$ cat src/rtl/mem_access_unit_if.sv
// mem_access_unit_if
// Purpose: synchronous req/ack memory port between the memory access unit
//          and the unified instruction/data memory.
// Signals:
//   mem_req    unit -> memory  request, held high until mem_ack
//   mem_we     unit -> memory  1 write, 0 read
//   mem_addr   unit -> memory  address, stable while mem_req is high
//   mem_wdata  unit -> memory  write data, stable while mem_req is high
//   mem_rdata  memory -> unit  read data, valid with mem_ack
//   mem_ack    memory -> unit  one-cycle completion strobe
// Modports: master (access unit side), slave (memory side).
interface mem_access_unit_if #(
   parameter int DATA_W = 16
);
   logic              mem_req;
   logic              mem_we;
   logic [DATA_W-1:0] mem_addr;
   logic [DATA_W-1:0] mem_wdata;
   logic [DATA_W-1:0] mem_rdata;
   logic              mem_ack;

   modport master (
      output mem_req, mem_we, mem_addr, mem_wdata,
      input  mem_rdata, mem_ack
   );

   modport slave (
      input  mem_req, mem_we, mem_addr, mem_wdata,
      output mem_rdata, mem_ack
   );
endinterface

$ cat src/rtl/mem_access_unit.sv
// mem_access_unit
// Purpose: memory-side responder for the multicycle control unit. Owns the
//          PC, SP, IR and MDR registers and turns each MRead/MWrite command
//          into one req/ack transaction, holding the control unit with Stall
//          until the transaction is finished.
// Ports:
//   CLK, Reset            clock (rising edge), synchronous active-high reset
//   MRead, MWrite         read / write command (both high is illegal)
//   MAddr                 00 ALUOut, 01 PC or SP+1 (pop), 10 SP, 11 AReg
//   MDin                  write data select: 1 BReg, 0 ALUOut
//   SPWrite, PshPop       stack access, 0 push / 1 pop
//   PCWrite               fetch: increment PC on completion
//   ALUOut, AReg, BReg    datapath operands
//   Stall                 command in progress, control unit must hold
//   PC, SP, IR, MDR       architectural / holding registers
//   BusErr, ProtoErr      one-cycle error pulses (timeout, illegal command)
//   mem                   memory port (master side)
module mem_access_unit #(
   parameter int                DATA_W  = 16,
   parameter logic [DATA_W-1:0] SP_INIT = {DATA_W{1'b1}},
   parameter logic [DATA_W-1:0] PC_INIT = '0,
   parameter int                TIMEOUT = 15
) (
   input  logic              CLK,
   input  logic              Reset,
   input  logic              MRead,
   input  logic              MWrite,
   input  logic [1:0]        MAddr,
   input  logic              MDin,
   input  logic              SPWrite,
   input  logic              PshPop,
   input  logic              PCWrite,
   input  logic [DATA_W-1:0] ALUOut,
   input  logic [DATA_W-1:0] AReg,
   input  logic [DATA_W-1:0] BReg,
   output logic              Stall,
   output logic [DATA_W-1:0] PC,
   output logic [DATA_W-1:0] SP,
   output logic [DATA_W-1:0] IR,
   output logic [DATA_W-1:0] MDR,
   output logic              BusErr,
   output logic              ProtoErr,
   mem_access_unit_if.master mem
);
   localparam int                CNT_W   = (TIMEOUT < 1) ? 1 : $clog2(TIMEOUT + 1);
   localparam logic [CNT_W-1:0]  CNT_LIM = CNT_W'(TIMEOUT);
   localparam logic [CNT_W-1:0]  CNT_ONE = {{(CNT_W-1){1'b0}}, 1'b1};
   localparam logic [DATA_W-1:0] ONE     = {{(DATA_W-1){1'b0}}, 1'b1};

   typedef enum logic [1:0] {S_IDLE, S_REQ, S_DONE} state_t;

   state_t            state_q, state_d;
   logic [DATA_W-1:0] pc_q, pc_d, sp_q, sp_d, ir_q, ir_d, mdr_q, mdr_d;
   logic [DATA_W-1:0] addr_q, addr_d, wdata_q, wdata_d;
   logic              req_q, req_d, we_q, we_d;
   logic              bus_err_q, bus_err_d, proto_err_q, proto_err_d;
   logic              is_fetch_q, is_fetch_d, is_push_q, is_push_d, is_pop_q, is_pop_d;
   logic [CNT_W-1:0]  cnt_q, cnt_d;

   logic              one_cmd, bad_sp_addr, cmd_start, cmd_illegal;
   logic [DATA_W-1:0] sel_addr;

   always_comb begin
      one_cmd     = MRead ^ MWrite;
      // A stack access can only address SP (push) or SP+1 (pop).
      bad_sp_addr = SPWrite && ((MAddr == 2'b00) || (MAddr == 2'b11));
      cmd_start   = (state_q == S_IDLE) && one_cmd && !bad_sp_addr;
      cmd_illegal = (state_q == S_IDLE) && ((MRead && MWrite) || (one_cmd && bad_sp_addr));

      sel_addr = ALUOut;
      case (MAddr)
         2'b00:   sel_addr = ALUOut;
         2'b01:   sel_addr = SPWrite ? (sp_q + ONE) : pc_q;
         2'b10:   sel_addr = sp_q;
         default: sel_addr = AReg;
      endcase

      state_d     = state_q;
      pc_d        = pc_q;
      sp_d        = sp_q;
      ir_d        = ir_q;
      mdr_d       = mdr_q;
      addr_d      = addr_q;
      wdata_d     = wdata_q;
      req_d       = req_q;
      we_d        = we_q;
      is_fetch_d  = is_fetch_q;
      is_push_d   = is_push_q;
      is_pop_d    = is_pop_q;
      cnt_d       = cnt_q;
      bus_err_d   = 1'b0;
      proto_err_d = 1'b0;

      case (state_q)
         S_IDLE: begin
            if (cmd_start) begin
               addr_d     = sel_addr;
               wdata_d    = MDin ? BReg : ALUOut;
               we_d       = MWrite;
               is_fetch_d = MRead && (MAddr == 2'b01) && !SPWrite && PCWrite;
               is_push_d  = MWrite && SPWrite && !PshPop;
               is_pop_d   = MRead && SPWrite && PshPop;
               cnt_d      = '0;
               req_d      = 1'b1;
               state_d    = S_REQ;
            end else if (cmd_illegal) begin
               proto_err_d = 1'b1;
            end
         end
         S_REQ: begin
            if (cnt_q == CNT_LIM) begin
               // BusErr was raised on entry to this cycle; abandon the access.
               req_d   = 1'b0;
               state_d = S_IDLE;
            end else if (mem.mem_ack) begin
               if (!we_q) begin
                  mdr_d = mem.mem_rdata;
                  if (is_fetch_q) ir_d = mem.mem_rdata;
               end
               req_d   = 1'b0;
               state_d = S_DONE;
            end else begin
               cnt_d     = cnt_q + CNT_ONE;
               bus_err_d = (cnt_q + CNT_ONE) == CNT_LIM;
            end
         end
         S_DONE: begin
            // PC/SP side effects commit only once the access has completed.
            if (is_fetch_q) pc_d = pc_q + ONE;
            if (is_push_q)  sp_d = sp_q - ONE;
            if (is_pop_q)   sp_d = sp_q + ONE;
            state_d = S_IDLE;
         end
         default: state_d = S_IDLE;
      endcase
   end

   always_ff @(posedge CLK) begin
      if (Reset) begin
         state_q     <= S_IDLE;
         pc_q        <= PC_INIT;
         sp_q        <= SP_INIT;
         ir_q        <= '0;
         mdr_q       <= '0;
         addr_q      <= '0;
         wdata_q     <= '0;
         req_q       <= 1'b0;
         we_q        <= 1'b0;
         is_fetch_q  <= 1'b0;
         is_push_q   <= 1'b0;
         is_pop_q    <= 1'b0;
         cnt_q       <= '0;
         bus_err_q   <= 1'b0;
         proto_err_q <= 1'b0;
      end else begin
         state_q     <= state_d;
         pc_q        <= pc_d;
         sp_q        <= sp_d;
         ir_q        <= ir_d;
         mdr_q       <= mdr_d;
         addr_q      <= addr_d;
         wdata_q     <= wdata_d;
         req_q       <= req_d;
         we_q        <= we_d;
         is_fetch_q  <= is_fetch_d;
         is_push_q   <= is_push_d;
         is_pop_q    <= is_pop_d;
         cnt_q       <= cnt_d;
         bus_err_q   <= bus_err_d;
         proto_err_q <= proto_err_d;
      end
   end

   // Stall rises in the command cycle itself and drops in DONE so the
   // control unit advances on the DONE edge.
   assign Stall         = cmd_start || (state_q == S_REQ);
   assign PC            = pc_q;
   assign SP            = sp_q;
   assign IR            = ir_q;
   assign MDR           = mdr_q;
   assign BusErr        = bus_err_q;
   assign ProtoErr      = proto_err_q;
   assign mem.mem_req   = req_q;
   assign mem.mem_we    = we_q;
   assign mem.mem_addr  = addr_q;
   assign mem.mem_wdata = wdata_q;
endmodule

$ cat src/flat_wrapper.sv
// flat-port wrapper written by rule: the top's interface ports become plain ports
module mem_access_unit_flat 
#(
   parameter int                DATA_W  = 16,
   parameter logic [DATA_W-1:0] SP_INIT = {DATA_W{1'b1}},
   parameter logic [DATA_W-1:0] PC_INIT = '0,
   parameter int                TIMEOUT = 15
)
  (CLK, Reset, MRead, MWrite, MAddr, MDin, SPWrite, PshPop, PCWrite, ALUOut, AReg, BReg, Stall, PC, SP, IR, MDR, BusErr, ProtoErr, mem_mem_req, mem_mem_we, mem_mem_addr, mem_mem_wdata, mem_mem_rdata, mem_mem_ack);
  mem_access_unit_if #(.DATA_W(DATA_W)) mem_i ();
  input  logic CLK;
  input  logic Reset;
  input  logic MRead;
  input  logic MWrite;
  input  logic [1:0] MAddr;
  input  logic MDin;
  input  logic SPWrite;
  input  logic PshPop;
  input  logic PCWrite;
  input  logic [DATA_W-1:0] ALUOut;
  input  logic [DATA_W-1:0] AReg;
  input  logic [DATA_W-1:0] BReg;
  output logic Stall;
  output logic [DATA_W-1:0] PC;
  output logic [DATA_W-1:0] SP;
  output logic [DATA_W-1:0] IR;
  output logic [DATA_W-1:0] MDR;
  output logic BusErr;
  output logic ProtoErr;
  output wire logic [$bits(mem_i.mem_req)-1:0] mem_mem_req;
  output wire logic [$bits(mem_i.mem_we)-1:0] mem_mem_we;
  output wire logic [$bits(mem_i.mem_addr)-1:0] mem_mem_addr;
  output wire logic [$bits(mem_i.mem_wdata)-1:0] mem_mem_wdata;
  input wire logic [$bits(mem_i.mem_rdata)-1:0] mem_mem_rdata;
  input wire logic [$bits(mem_i.mem_ack)-1:0] mem_mem_ack;
  assign mem_mem_req = mem_i.mem_req;
  assign mem_mem_we = mem_i.mem_we;
  assign mem_mem_addr = mem_i.mem_addr;
  assign mem_mem_wdata = mem_i.mem_wdata;
  assign mem_i.mem_rdata = mem_mem_rdata;
  assign mem_i.mem_ack = mem_mem_ack;
  mem_access_unit #(.DATA_W(DATA_W), .SP_INIT(SP_INIT), .PC_INIT(PC_INIT), .TIMEOUT(TIMEOUT)) u_core (.CLK(CLK), .Reset(Reset), .MRead(MRead), .MWrite(MWrite), .MAddr(MAddr), .MDin(MDin), .SPWrite(SPWrite), .PshPop(PshPop), .PCWrite(PCWrite), .ALUOut(ALUOut), .AReg(AReg), .BReg(BReg), .Stall(Stall), .PC(PC), .SP(SP), .IR(IR), .MDR(MDR), .BusErr(BusErr), .ProtoErr(ProtoErr), .mem(mem_i));
endmodule
$ cat config.mk
export PLATFORM = sky130hd
export DESIGN_NAME = mem_access_unit_flat
export DESIGN_NICKNAME = d
export VERILOG_FILES = /design/src/rtl/mem_access_unit_if.sv /design/src/rtl/mem_access_unit.sv /design/src/flat_wrapper.sv
export SDC_FILE = /design/constraint.sdc
export NUM_CORES = 1
export LEC_CHECK = 0
export CAP_MARGIN = 20
export CORE_MARGIN = 2
export CORE_UTILIZATION = 50
export DETAILED_ROUTE_END_ITERATION = 16
export PLACE_DENSITY = 0.86
export SYNTH_ARGS = -nofsm -noshare
export SYNTH_HDL_FRONTEND = slang
export SYNTH_SLANG_ARGS = --single-unit
$ cat constraint.sdc
create_clock -name CLK -period 3.25 [get_ports CLK]
set_input_delay 0.65 -clock CLK [delete_from_list [all_inputs] [get_ports CLK]]
set_output_delay 0.65 -clock CLK [all_outputs]
set_load 0.02 [all_outputs]
; Word level (Yosys, flattened, before mapping)
; Cells that the tools add are included.
[totals]
regBits = 109
input_bits = 75
output_inout_bits = 101
wordCells = 86
[op_classes]
add_sub_neg = 4
bitwise = 5
muxes = 18
n_reduce_logical = 33
eq_ne = 11
[op_table]
columns = cell, n
row1 = two-way mux 16 bit, 4
row2 = one-hot mux 16 bit (3 select lines), 1
row3 = adder 16 x 1 -> 16 bit (second input constant), 2
row4 = subtractor 16 x 1 -> 16 bit (second input constant), 1
row5 = logical AND 1 bit, 13
row6 = two-way mux 4 bit, 3
row7 = == test 4 bit (second input constant), 2
row8 = one-hot mux 4 bit (2 select lines), 1
row9 = AND reduction 2 bit, 4
row10 = AND reduction 4 bit, 2
row11 = == test 2 bit (second input constant), 3
row12 = two-way mux 2 bit, 3
row13 = AND reduction 5 bit, 1
row14 = adder 4 x 1 -> 4 bit (second input constant), 1
row15 = == test 2 x 1 -> 1 bit (second input constant), 2
row16 = logical NOT 2 bit, 2
row17 = two-way mux 1 bit, 4
row18 = != test 2 bit (second input constant), 2
row19 = NOT 1 bit, 4
row20 = one-hot mux 2 bit (2 select lines), 1
row21 = nonzero test 2 bit, 2
row22 = OR reduction 4 bit, 1
row23 = logical NOT 1 bit, 3
row24 = logical OR 1 bit, 3
row25 = other kinds (6), 6

; Depth between registers and ports, before layout
[logic_depth]
word_depth = 7
ltp_mapped = 9

; Least setup slack after synthesis
; Ideal clock, no wire load.
[synth_path]
path_type = input to output
start = input MRead
end = output Stall
arrival_ns = 1.748
n_path_buf = 1
cell_stages = 5
path_slack_ns = 0.852
t_required_ns = 2.600
cell_sequence = ha_1 > nor3b_1 > o21ai_0 > clkbuf_1 > nand2_1
[synth_between]
elab_chain_cells = 4
[synth_rtl]
columns = item, line_no
row1 = "start, declared", flat_wrapper.sv:13  ; input logic MRead;
row2 = bitwise XOR 1 bit, mem_access_unit.sv:64  ; one_cmd = MRead ^ MWrite;
row3 = logical AND 1 bit (2 in series), mem_access_unit.sv:67  ; cmd_start = (state_q == S_IDLE) && one_cmd && !bad_sp_addr;
row4 = logical OR 1 bit, mem_access_unit.sv:176  ; assign Stall = cmd_start || (state_q == S_REQ);
row5 = "end, declared", flat_wrapper.sv:23  ; output logic Stall;
; No other way between the ends.

; Worst setup path in the final report
; Same ends and word-level chain as after synthesis.

==> reports/qor.yml <==
placed_design:
  gp_congestion: 0.954
  port_buffers: 175
  hpwlAfterDp_um: 13300
  dp_slack_ps: 16.7
  dp_cells: 939
yosys:
  yosys_warnings: 0
  netlist-cell-type-count: 57
  dominantRegCellSynth: "dfxtp_1"
  synth_common_cells: "109 x dfxtp_1, 82 x nor2_1, 76 x nand2_1"
  netlist.area_leader.share_pct: 39.7
  synthTopCellsByArea: "dfxtp_1 40%, mux2i_1 6.4%, nor2_1 5.6%, nand2_1 5.2%, a21oi_1 4.6%"
  ys_seq_area_share_pct: 39.7
  syn_area_sq_mm: 0.00550
  syn_avg_cell_area_sq_um: 8.29
  synth_seq_cells: 109
  ys_async_sr_fraction_pct: 0
  yosysMostFrequentCell: "dfxtp_1"
  synth_nets: 748
  syn_inst: 663
  synth_area_leader_cell: "dfxtp_1"
  synth_enable_flop_cells: 0
worst_setup_path:
  crit_type: "primary input to output pin"
  arrival_ps: 2490
  cp_cell_sequence: "clkdlybuf4s50_1 > ha_1 > nor3b_2 > o21ai_2 > nand2_1 > clkdlybuf4s50_1"
  path_common_cell: "clkdlybuf4s50_1"
  critPathMaxStageDelay_ps: 660
  critPathCaptureType: "output pin"
  r2r_setup_slack_ps: 940
  worstPathRequired_ps: 2600
  start_kind: "primary input"
  rr_startpoint: "u_core.SP[4]$_SDFFE_PP1P_"
  r2r_end: "u_core.mem.mem_addr[15]$_SDFFE_PP0P_"
  cp_slowest_cell: "clkdlybuf4s50_1"
  cp_max_fo: 2
  r2r_cells: 5
global_routing:
  top_usage_layer: "met2"
  grt_pass1_wl_um: 27200
  use_met2_pct: 48.3
  grtUsageTotal_pct: 29.9
  grtUsageMet3_pct: 5.56
  antenna_found_initial: 0
  grt_pass1_vias: 5269
  grt_remaining_overflow: 0
  grt_start_max_net_pins: 62
  met1_usage_pct: 38.2
clocking:
  cts_resized: 0
  cts_hold_buf: 0
  cts_setup_buffers: 0
  cts_sinks: 109
  cts_tree: "done"
  htreeDepth: 3
  clockBufferDepth: 2
  clk_pin_slew_worst_paths_ps: 110
  clock_latency_ps: 390
  cts_buffers: 9
  root_buffer: "clkbuf_8"
die:
  design.core.area_sq_mm: 0.0108
  die_w_um: 109
  start_util_pct: 50.9
  num_rows: 38
  io_pins: 176
  die_area_sq_mm: 0.0118
  fp.dieH_um: 109
sta:
  setup-tns-final_ps: 0
  setup_ws_ps: 114
  final.min_clock_period_ps: 3140
  period_share_pct: 96.5
  slew_headroom_pct: 56.3
  rsz0062_at_grt: "false"
  worstMarginPinSlew_ps: 655
  final.setup_skew_ps: 16.6
  setup_viol: 0
  slew_violations: 0
  hold_viol: 0
  max_freq_mhz: 319
worst_hold_path:
  holdPathStages: 2
  worstHoldPathType: "flop to flop"
  min-delay-start: "u_core.IR[7]$_SDFFE_PP0P_"
  worstHoldEndpoint: "u_core.IR[7]$_SDFFE_PP0P_"
pwr:
  pwr_density_cell_mw_per_mm2: 397
  p_leak_nw: 2.81
  p_seq_share_pct: 48.0
  clock_power_share_pct: 31.8
  vdd_drop_max_uv: 265
  swShare_pct: 28.2
  p_switching_w: 0.000841
  power.total_w: 0.00299
  power_frac_comb_pct: 20.2
  cell_internal_pwr_w: 0.00215
layout:
  layout.nets: 895
  drive_above_1_share_pct: 5.40
  diodes: 0
  area_delta_synth_final_pct: 36.9
  finalNonFillerCells: 955
detailed_routing:
  firstDrtPassIters: 5
  wl_per_cell_um: 18.7
  drc_errors: 0
  drtAntennaViolNets: 0
  wirelength_um: 17800
  vias: 5573
  viasPerCell: 5.84
  drt_iter0_drc: 611
run:
  drv_cap: 0
outcome:
  status: "complete, no violations"
==> power by group through the flow <==
stage,registers [W],clock network [W],logic [W]
finish,0.00143,0.000948,0.000604
CTS,0.00143,0.000960,0.000600
global placement,0.00146,0,0.000585
detailed placement,0.00146,0,0.000596
floorplan,0.00153,0,0.000236
global route,0.00144,0.00101,0.000645
==> state kept, by name (all words and copies together) (netlist names) <==
signal,flops
u_core.MDR,16
u_core.PC,16
u_core.BusErr,1
u_core.IR,16
u_core.state_q,2
u_core.mem.mem_req,1
u_core.mem.mem_wdata,16
u_core.cnt_q,4
u_core.mem.mem_addr,16
u_core.is_pop_q,1
u_core.ProtoErr,1
u_core.mem.mem_we,1
u_core.SP,16
u_core.is_fetch_q,1
u_core.is_push_q,1
==> worst max-delay path by stage <==
stage / from / to / cells past startpoint
2_1_floorplan: MRead / Stall / 5
3_3_place_gp: MRead / Stall / 6
3_5_place_dp: MWrite / Stall / 6
4_1_cts: MWrite / Stall / 6
5_1_grt: MWrite / Stall / 6
6_report: MRead / Stall / 6
==> cells in the final DEF, fill, tap and decap left out, drive strengths merged, types with 5 or more instances in the layout <==
master	n
clkdlybuf4s50	174
dfxtp	109
nor2	82
nand2	76
a21oi	51
mux2i	35
xor2	23
nand3	21
o21ai	21
a211oi	16
buf	16
nor3	16
xnor2	15
inv	15
nand4	13
a221o	12
nor4	10
ha	10
clkbuf	10
a31oi	9
and3	7
nor2b	6
o32ai	6
and4	5
or4	5
==> layer usage <==
| metal | share of wire, % | wire [um] |
|---|---|---|
| met1 | 41 | 7250 |
| met2 | 47 | 8340 |
| met3 | 8.4 | 1500 |
| met4 | 4.1 | 729 |
| met5 | 0 | 0 |
==> through the flow <==
stage | hold WS, ps | utilization (%) | cell area [sq um]
floorplan | 449 | - | 5500
global placement | 441 | 67.5 | 7290
detailed placement | 445 | 67.5 | 7290
CTS | 461 | 69.7 | 7520
global route | 482 | 69.7 | 7520
finish | 462 | 69.7 | 7520
==> area by class of cell <==
type | count | area, sq um
clock buffers | 10 | 138
clock inverters | 6 | 91.3
fillers | 853 | 3270
inverters | 14 | 52.6
multi-input cells | 486 | 3030
flip-flops and latches | 109 | 2180
well taps | 140 | 175
repair buffers | 190 | 1860
==> cells by family after synthesis <==
logic type | after synthesis | synth area share (%)
adder cells (fa/ha/maj) | 10 | 2.28
XOR/XNOR | 38 | 6.06
AND/OR/NAND/NOR | 262 | 23.2
buffers and inverters | 68 | 5.53
multiplexers | 35 | 6.37
AO/OA/AOI/OAI | 141 | 16.8
flip-flops | 109 | 39.7
==> worst max-delay path: cells and delay by family <==
kind	cells	cell delay [ps]
simple gates	2	320
buf+inv	2	1090
compound gates	1	110
fa+ha+maj	1	320
No activity file was read; power rests on OpenSTA's default activity.
